===== config.mk =====
export PLATFORM = sky130hd
export DESIGN_NAME = collision_monitor_flat
export DESIGN_NICKNAME = d
export VERILOG_FILES = /design/src/rtl/collision_monitor_if.sv /design/src/rtl/collision_monitor.sv /design/src/flat_wrapper.sv
export SDC_FILE = /design/constraint.sdc
export NUM_CORES = 1
export LEC_CHECK = 0
export BUFFER_PORTS_ARGS = -buffer_cell sky130_fd_sc_hd__buf_2
export CAP_MARGIN = 40
export CORE_ASPECT_RATIO = 1.1
export CORE_MARGIN = 3
export CORE_UTILIZATION = 40
export DETAILED_ROUTE_END_ITERATION = 6
export PLACE_DENSITY = 0.71
export REMOVE_ABC_BUFFERS = 1
export SLEW_MARGIN = 20
export SYNTH_ARGS = -nofsm -noshare
export SYNTH_HDL_FRONTEND = slang
export SYNTH_SLANG_ARGS = --single-unit

===== constraint.sdc =====
create_clock -name clk -period 3.56 [get_ports clk]
set_input_delay 0.712 -clock clk [delete_from_list [all_inputs] [get_ports clk]]
set_output_delay 0.712 -clock clk [all_outputs]
set_load 0.05 [all_outputs]

===== src/rtl/collision_monitor_if.sv =====
// Bird/pipe collision monitor bus: column occupancy and strobes in,
// hit/invuln/dead/lives/score out.
interface collision_monitor_if #(
  parameter int ROWS    = 8,
  parameter int LIVES   = 3,
  parameter int SCORE_W = 8
);
  logic                         tick;
  logic [ROWS-1:0]              bird_col;
  logic [ROWS-1:0]              pipe_col;
  logic                         pipe_pass;
  logic                         hit;
  logic                         invuln;
  logic                         dead;
  logic [$clog2(LIVES+1)-1:0]   lives;
  logic [SCORE_W-1:0]           score;

  modport master (
    output tick, bird_col, pipe_col, pipe_pass,
    input  hit, invuln, dead, lives, score
  );

  modport slave (
    input  tick, bird_col, pipe_col, pipe_pass,
    output hit, invuln, dead, lives, score
  );
endinterface


===== src/rtl/collision_monitor.sv =====
// Multi-life collision monitor for the LED-matrix Flappy Bird game: life
// counter with post-hit grace window, saturating pipe score, sticky game-over.
module collision_monitor #(
  parameter int ROWS        = 8,
  parameter int LIVES       = 3,
  parameter int GRACE_TICKS = 4,
  parameter int SCORE_W     = 8
) (
  input  logic               clk,
  input  logic               reset,
  collision_monitor_if.slave bus
);
  localparam int LW = $clog2(LIVES + 1);
  localparam int GW = $clog2(GRACE_TICKS + 1);

  typedef enum logic [1:0] {ALIVE, GRACE, DEAD} state_e;

  state_e            state_q, state_d;
  logic [LW-1:0]     lives_q, lives_d;
  logic [GW-1:0]     grace_q, grace_d;
  logic [SCORE_W-1:0] score_q, score_d;
  logic              hit_q, hit_d;

  logic [ROWS-1:0]   overlap;
  logic              coll, oob;
  logic [SCORE_W-1:0] score_inc;

  assign overlap   = bus.bird_col & bus.pipe_col;
  assign coll      = |overlap;
  assign oob       = ~|bus.bird_col;
  assign score_inc = (&score_q) ? score_q : score_q + SCORE_W'(1);

  always_comb begin
    state_d = state_q;
    lives_d = lives_q;
    grace_d = grace_q;
    score_d = score_q;
    hit_d   = 1'b0;
    case (state_q)
      ALIVE: begin
        if (oob) begin
          lives_d = '0;
          state_d = DEAD;
          hit_d   = 1'b1;
        end else if (coll) begin
          // A hit swallows any same-cycle pipe_pass.
          hit_d = 1'b1;
          if (lives_q == LW'(1)) begin
            lives_d = '0;
            state_d = DEAD;
          end else begin
            lives_d = lives_q - LW'(1);
            grace_d = GW'(GRACE_TICKS);
            state_d = GRACE;
          end
        end else if (bus.pipe_pass) begin
          score_d = score_inc;
        end
      end
      GRACE: begin
        if (oob) begin
          lives_d = '0;
          state_d = DEAD;
          hit_d   = 1'b1;
        end else begin
          if (bus.pipe_pass) score_d = score_inc;
          // Collisions are not looked at here, even on the expiry cycle.
          if (bus.tick) begin
            grace_d = grace_q - GW'(1);
            if (grace_q == GW'(1)) state_d = ALIVE;
          end
        end
      end
      DEAD: ;
      default: state_d = ALIVE;
    endcase
  end

  always_ff @(posedge clk) begin
    if (!reset) begin
      state_q <= ALIVE;
      lives_q <= LW'(LIVES);
      grace_q <= '0;
      score_q <= '0;
      hit_q   <= 1'b0;
    end else begin
      state_q <= state_d;
      lives_q <= lives_d;
      grace_q <= grace_d;
      score_q <= score_d;
      hit_q   <= hit_d;
    end
  end

  assign bus.hit    = hit_q;
  assign bus.invuln = (state_q == GRACE);
  assign bus.dead   = (state_q == DEAD);
  assign bus.lives  = lives_q;
  assign bus.score  = score_q;
endmodule

===== src/flat_wrapper.sv =====
// flat-port wrapper written by rule: the top's interface ports become plain ports
module collision_monitor_flat 
#(
  parameter int ROWS        = 8,
  parameter int LIVES       = 3,
  parameter int GRACE_TICKS = 4,
  parameter int SCORE_W     = 8
)
  (clk, reset, bus_tick, bus_bird_col, bus_pipe_col, bus_pipe_pass, bus_hit, bus_invuln, bus_dead, bus_lives, bus_score);
  collision_monitor_if #(.ROWS(ROWS), .LIVES(LIVES), .SCORE_W(SCORE_W)) bus_i ();
  input  logic clk;
  input  logic reset;
  input wire logic [$bits(bus_i.tick)-1:0] bus_tick;
  input wire logic [$bits(bus_i.bird_col)-1:0] bus_bird_col;
  input wire logic [$bits(bus_i.pipe_col)-1:0] bus_pipe_col;
  input wire logic [$bits(bus_i.pipe_pass)-1:0] bus_pipe_pass;
  output wire logic [$bits(bus_i.hit)-1:0] bus_hit;
  output wire logic [$bits(bus_i.invuln)-1:0] bus_invuln;
  output wire logic [$bits(bus_i.dead)-1:0] bus_dead;
  output wire logic [$bits(bus_i.lives)-1:0] bus_lives;
  output wire logic [$bits(bus_i.score)-1:0] bus_score;
  assign bus_i.tick = bus_tick;
  assign bus_i.bird_col = bus_bird_col;
  assign bus_i.pipe_col = bus_pipe_col;
  assign bus_i.pipe_pass = bus_pipe_pass;
  assign bus_hit = bus_i.hit;
  assign bus_invuln = bus_i.invuln;
  assign bus_dead = bus_i.dead;
  assign bus_lives = bus_i.lives;
  assign bus_score = bus_i.score;
  collision_monitor #(.ROWS(ROWS), .LIVES(LIVES), .GRACE_TICKS(GRACE_TICKS), .SCORE_W(SCORE_W)) u_core (.clk(clk), .reset(reset), .bus(bus_i));
endmodule

# --- After elaboration in Yosys (flattened, before gate mapping) ---
# Cells that the tools add are included.
word_totals:
  register_bits: 16
  latch_bits: 0
  ramBits: 0
  romBits: 0
  in_bits: 20
  output_inout_bits: 13
  word_cells: 61
  n_memories: 0
op_classes:
  addsub: 3
  multipliers: 0
  div: 0
  order_cmp: 0
  n_eq_ne: 14
  n_shift: 0
  mux: 28
  bitwise: 2
  reduce_logical: 9
ops:
  columns: ["cell", "n"]
  rows:
  - ["8-bit two-way mux", 5]
  - ["2-bit two-way mux", 10]
  - ["8-bit case mux with 2 select lines", 1]
  - ["8-bit OR reduction", 2]
  - ["3-bit two-way mux", 5]
  - ["8-bit by 1-bit adder with 8-bit output (second input constant)", 1]
  - ["8-bit AND", 1]
  - ["2-bit inequality test (second input constant)", 4]
  - ["4-bit AND reduction", 2]
  - ["8-bit AND reduction", 1]
  - ["2-bit by 1-bit inequality test with 1-bit output (second input constant)", 3]
  - ["3-bit inequality test (second input constant)", 2]
  - ["2-bit case mux with 3 select lines", 1]
  - ["3-bit case mux with 2 select lines", 1]
  - ["6-bit AND reduction", 1]
  - ["2-bit by 1-bit equality test with 1-bit output (second input constant)", 2]
  - ["2-bit case mux with 2 select lines", 1]
  - ["3-bit by 1-bit equality test with 1-bit output (second input constant)", 1]
  - ["1-bit two-way mux", 3]
  - ["3-bit by 2-bit inequality test with 1-bit output (second input constant)", 1]
  - ["3-bit AND reduction", 1]
  - ["3-bit by 1-bit subtractor with 3-bit output (second input constant)", 1]
  - ["2-bit equality test (second input constant)", 1]
  - ["2-bit zero test", 1]
  - ["4 further kinds", 4]

# --- Logic depth before layout (Yosys ltp) ---
logic_depth:
  ltp_word: 6
  depth_mapped: 6
  mapped_depth_nobuf: 6

# --- Worst setup path after synthesis ---
# Ideal clock, no wire load.
synth_timing:
  path_kind: "register to register"
  from: "register u_core.score_q[0] (netlist: u_core.bus.score[0])"
  to: "register u_core.score_q[4] (netlist: u_core.bus.score[4])"
  setup_time_ps: 70
  arrival_time_ps: 1829
  required_time_ps: 3490
  setup_slack_ps: 1661
  stages_incl_launch_ff: 6
  path_buffers: 0
  synth_period_minus_slack_ps: 1899
  cell_sequence: "dfxtp_1 -> ha_1 -> and4b_2 -> o211ai_1 -> or4_1 -> a21oi_1"
synth_via:
  elab_chain_len: 6
  elab_cells_between_ends: 8
  cone_classes: "add/sub (1); mux (6); reduce/logical (1)"
synth_lines:
  columns: ["item", "line_no", "text"]
  rows:
  - ["start, declared", "collision_monitor.sv:21", "logic [SCORE_W-1:0] score_q, score_d;"]
  - ["start signal, assigned", "collision_monitor.sv:90", "score_q <= score_d;"]
  - ["8-bit by 1-bit adder with 8-bit output / 8-bit AND reduction (equally long branches)", "collision_monitor.sv:31", "assign score_inc = (&score_q) ? score_q : score_q + SCORE_W'(1);"]
  - ["8-bit two-way mux (*)", "collision_monitor.sv:31", null]
  - ["8-bit two-way mux (*)", "collision_monitor.sv:56, collision_monitor.sv:66", null]
  - ["8-bit two-way mux", "collision_monitor.sv:45", "end else if (coll) begin"]
  - ["8-bit two-way mux", "collision_monitor.sv:41", "if (oob) begin"]
  - ["8-bit case mux with 2 select lines (*)", "collision_monitor.sv:39", "case (state_q)"]
# Mark *: on every way between the ends. The rest lies on a longest branch, timed or not. The select of a mux whose other input is x is not followed.
# A chain may end at the register's enable or synchronous reset.

# --- Worst setup path after layout ---
layout_timing:
  from: "register u_core.state_q[1]"
  to: "output bus_dead"
layout_via:
  elab_chain_len: 1
layout_lines:
  columns: ["item", "line_no", "text"]
  rows:
  - ["start, declared", "collision_monitor.sv:18", "state_e state_q, state_d;"]
  - ["start signal, assigned", "collision_monitor.sv:87", "state_q <= state_d;"]
  - ["2-bit equality test", "collision_monitor.sv:97", "assign bus.dead = (state_q == DEAD);"]
  - ["end, declared", "flat_wrapper.sv:19", "output wire logic [$bits(bus_i.dead)-1:0] bus_dead;"]
# Every way passes these cells.

==> results.cfg <==
[logic_synthesis]
synth.yosys.warnings = 0
post_synth_num_cell_types = 36
syn-mean-instance-area_um2 = 8.78
synth_sequential_area_ratio_pct = 33.8
syn_area_um2 = 948
yosys_register_bits = 16
postSynthCellCount = 108

[timing]
max_slew_margin_pct = 70.3
final_hold_viols = 0
final.setup.tns_ns = 0
timing_worst_slew_pin_value_ns = 0.442
timing.clock.skew_ns = 0.00237
slew_violations = 0
period_minus_slack_ns = 2.10
rsz_0062_raised_after_global_routing = false
report.final.setup_viol = 0
period_share_pct = 59.1
timing.fmax_mhz = 475

[floorplan]
row_count = 17
die_height_um = 57.1
core_area_mm2 = 0.00213
io_pins = 33
initial_core_util_pct = 44.6
die_x_um = 52.4
die_outline_area_mm2 = 0.00299

[power]
vdd_drop_max_v = 0.000294
internal_power_mw = 0.380
clk_network_pwr_share_pct = 18.2
power.leakage_nw = 0.498
power.switching_fraction_pct = 43.2
combinationalPowerShare_pct = 45.2
total_switching_power_mw = 0.289
seq_power_share_pct = 36.7
cellPowerDensity_mw_per_mm2 = 581

[setup_path]
worst_r2r_start = u_core.bus.score[0]
worst_ep_arrival_time_ns = 1.39
ff2ff_path_depth = 5
r2r_slack_ns = 1.93
timing.rr.end = u_core.bus.score[4]
worstPathMaxFanout = 9
cp-end-kind = primary output
critPathCapture = bus_dead
setup.worst_path.start_class = flip-flop
worst_ep_required_time_ns = 2.85
startpoint = u_core.state_q[1]
setup.worst_path.class = flip-flop to primary output

[place]
globalplace.congestion = 0.813
place_inst = 165
buffer_ports.inserted = 32
dp_hpwl_um = 1670
dpl-instance-area_mm2 = 0.00111

[finish]
postLayoutCellArea_mm2 = 0.00115
area_growth_syn_to_layout_pct = 21.4
antenna_cells = 0
layout-drive-gt1-share_pct = 31.9
instances_no_fill = 169
final_nets = 166

[routing]
num_vias = 941
post-route-drc-count = 0
finalWirelength_um = 2130
detail_route.first_pass.iterations = 4
final_antenna_net_count = 0
drt_iter0_drc = 21
viasPerCell = 5.57
wl_cell_um = 12.6

[cts]
clock_insertion_delay_worst_skew_ns = 0.29
htree_levels = 1
post_cts.repair.setup_buffers = 0
clockBufferDepth = 2
clk_root_buffer_cell = clkbuf_4
tritoncts.num_buffers = 3
post_cts_hold_buffer_count = 0
post_cts_resize_count = 0
tritoncts_clock_tree = built
clkSlewWorstSetupHoldPaths_ns = 0.10
clkSinkCount = 16

[global_route]
grt_antenna_before_repair = 0
grt_start_max_net_pins = 17
first_global_vias = 819
wire_length_of_the_first_global_routing_pass_um = 3440
grtUsageTotal_pct = 14.9
grt_overflow = 0

[outcome]
run_status = completed

[run]
cap_viol_max_count = 0

[min_path]
holdCritPathClass = flip-flop to flip-flop
## power by group through the flow
stage / clock (mW) / combinational (mW) / sequential (mW)
after floorplan: 0 / 0.171 / 0.304
after global placement: 0 / 0.294 / 0.248
after detailed placement: 0 / 0.303 / 0.249
after CTS: 0.128 / 0.304 / 0.245
after global routing: 0.135 / 0.333 / 0.251
final: 0.121 / 0.302 / 0.245
## state kept, by name (all words and copies together), names as in the netlist
register / count
u_core.bus.hit: 1
u_core.bus.lives: 2
u_core.bus.score: 8
u_core.grace_q: 3
u_core.state_q: 2
## worst min-delay path by stage
stage	cells past startpoint	start	to
2_1_floorplan	1	u_core.grace_q[0]	u_core.grace_q[0]
3_3_place_gp	1	u_core.grace_q[0]	u_core.grace_q[0]
3_5_place_dp	1	u_core.grace_q[0]	u_core.grace_q[0]
4_1_cts	1	u_core.grace_q[0]	u_core.grace_q[0]
5_1_grt	2	u_core.bus.score[5]	u_core.bus.score[5]
6_report	1	u_core.grace_q[0]	u_core.grace_q[0]
## Yosys cell counts
master | number | area share [%]
clkbuf_1 | 1 | 0.40
nor4b_1 | 1 | 0.92
a221oi_1 | 1 | 0.92
nand2_1 | 14 | 5.5
and2_1 | 2 | 1.3
and3_1 | 1 | 0.66
and3b_1 | 1 | 0.92
a22oi_1 | 2 | 1.6
a22oi_2 | 2 | 2.6
buf_6 | 2 | 2.4
dfxtp_1 | 16 | 34
nor4_4 | 1 | 2.2
nand2b_1 | 2 | 1.3
buf_4 | 1 | 0.79
nand3b_1 | 1 | 0.79
o2111a_1 | 1 | 1.2
o211ai_1 | 2 | 1.6
a41oi_1 | 1 | 0.92
a41o_2 | 1 | 1.2
or4_1 | 2 | 1.6
ha_1 | 4 | 5.3
o32ai_2 | 1 | 1.7
and2b_1 | 1 | 0.79
o2111ai_1 | 1 | 0.92
mux2i_1 | 4 | 4.2
nor4_1 | 4 | 2.6
o31ai_1 | 4 | 3.2
nor2_1 | 5 | 2.0
nor3_1 | 2 | 1.1
and4b_2 | 1 | 1.2
o21ai_0 | 4 | 2.1
a21oi_1 | 6 | 3.2
nand3_1 | 3 | 1.6
o221a_2 | 2 | 2.4
inv_1 | 8 | 3.2
nand4_1 | 3 | 2.0
## worst max-delay path, cell delays in order, from the launching register on
cell and delay, ns:
dfxtp_1 0.51, inv_1 0.15, nor2_1 0.16, buf_2 0.29
## through the flow
step	utilization [%]	hold WS (ns)	total power [mW]	worst slack [ns]
finish	54.1	0.486	0.669	1.46
global route	54.1	0.527	0.719	1.35
CTS	54.1	0.490	0.677	1.45
detailed placement	52.4	0.474	0.552	1.27
global placement	52.2	0.464	0.542	1.24
floorplan	-	0.447	0.475	1.47
## placed cells by master (no fill, tap or decap), types with 3 or more instances in the layout
cell      netlist  final
buf_2           0     33
ha_1            4      4
mux2i_1         4      4
nor2_1          5      5
nand2_1        14     14
nand4_1         3      3
nand3_1         3      3
o21ai_0         4      4
clkbuf_4        0      3
dfxtp_1        16     16
o31ai_1         4      4
a21oi_1         6      6
nor4_1          4      4
inv_1           8      8
## layer usage
layer | track usage (%) | up-vias | wire [µm]
li1 | - | 475 | -
met1 | 18.3 | 422 | 936
met2 | 23.8 | 39 | 928
met3 | 3.13 | 5 | 220
met4 | 8.03 | 0 | 44
met5 | 0 | - | 0
## cell families (layout without fill, tap and decap cells)
group / count (synthesis) / count (layout) / share of synthesized area [%]
compound gates: 28 / 28 / 23.5
simple gates: 44 / 44 / 26.5
fa+ha+maj: 4 / 4 / 5.28
flops: 16 / 16 / 33.8
mux: 4 / 4 / 4.22
buf+inv: 12 / 45 / 6.73
## layout make-up
type	instances	area [µm²]
flip-flops and latches	16	320
inverters	8	30.0
multi-input cells	80	564
repair buffers	33	165
fillers	214	976
well taps	28	35.0
clock buffers	4	36.3
Note: power is estimated with default switching activity, not from simulation.
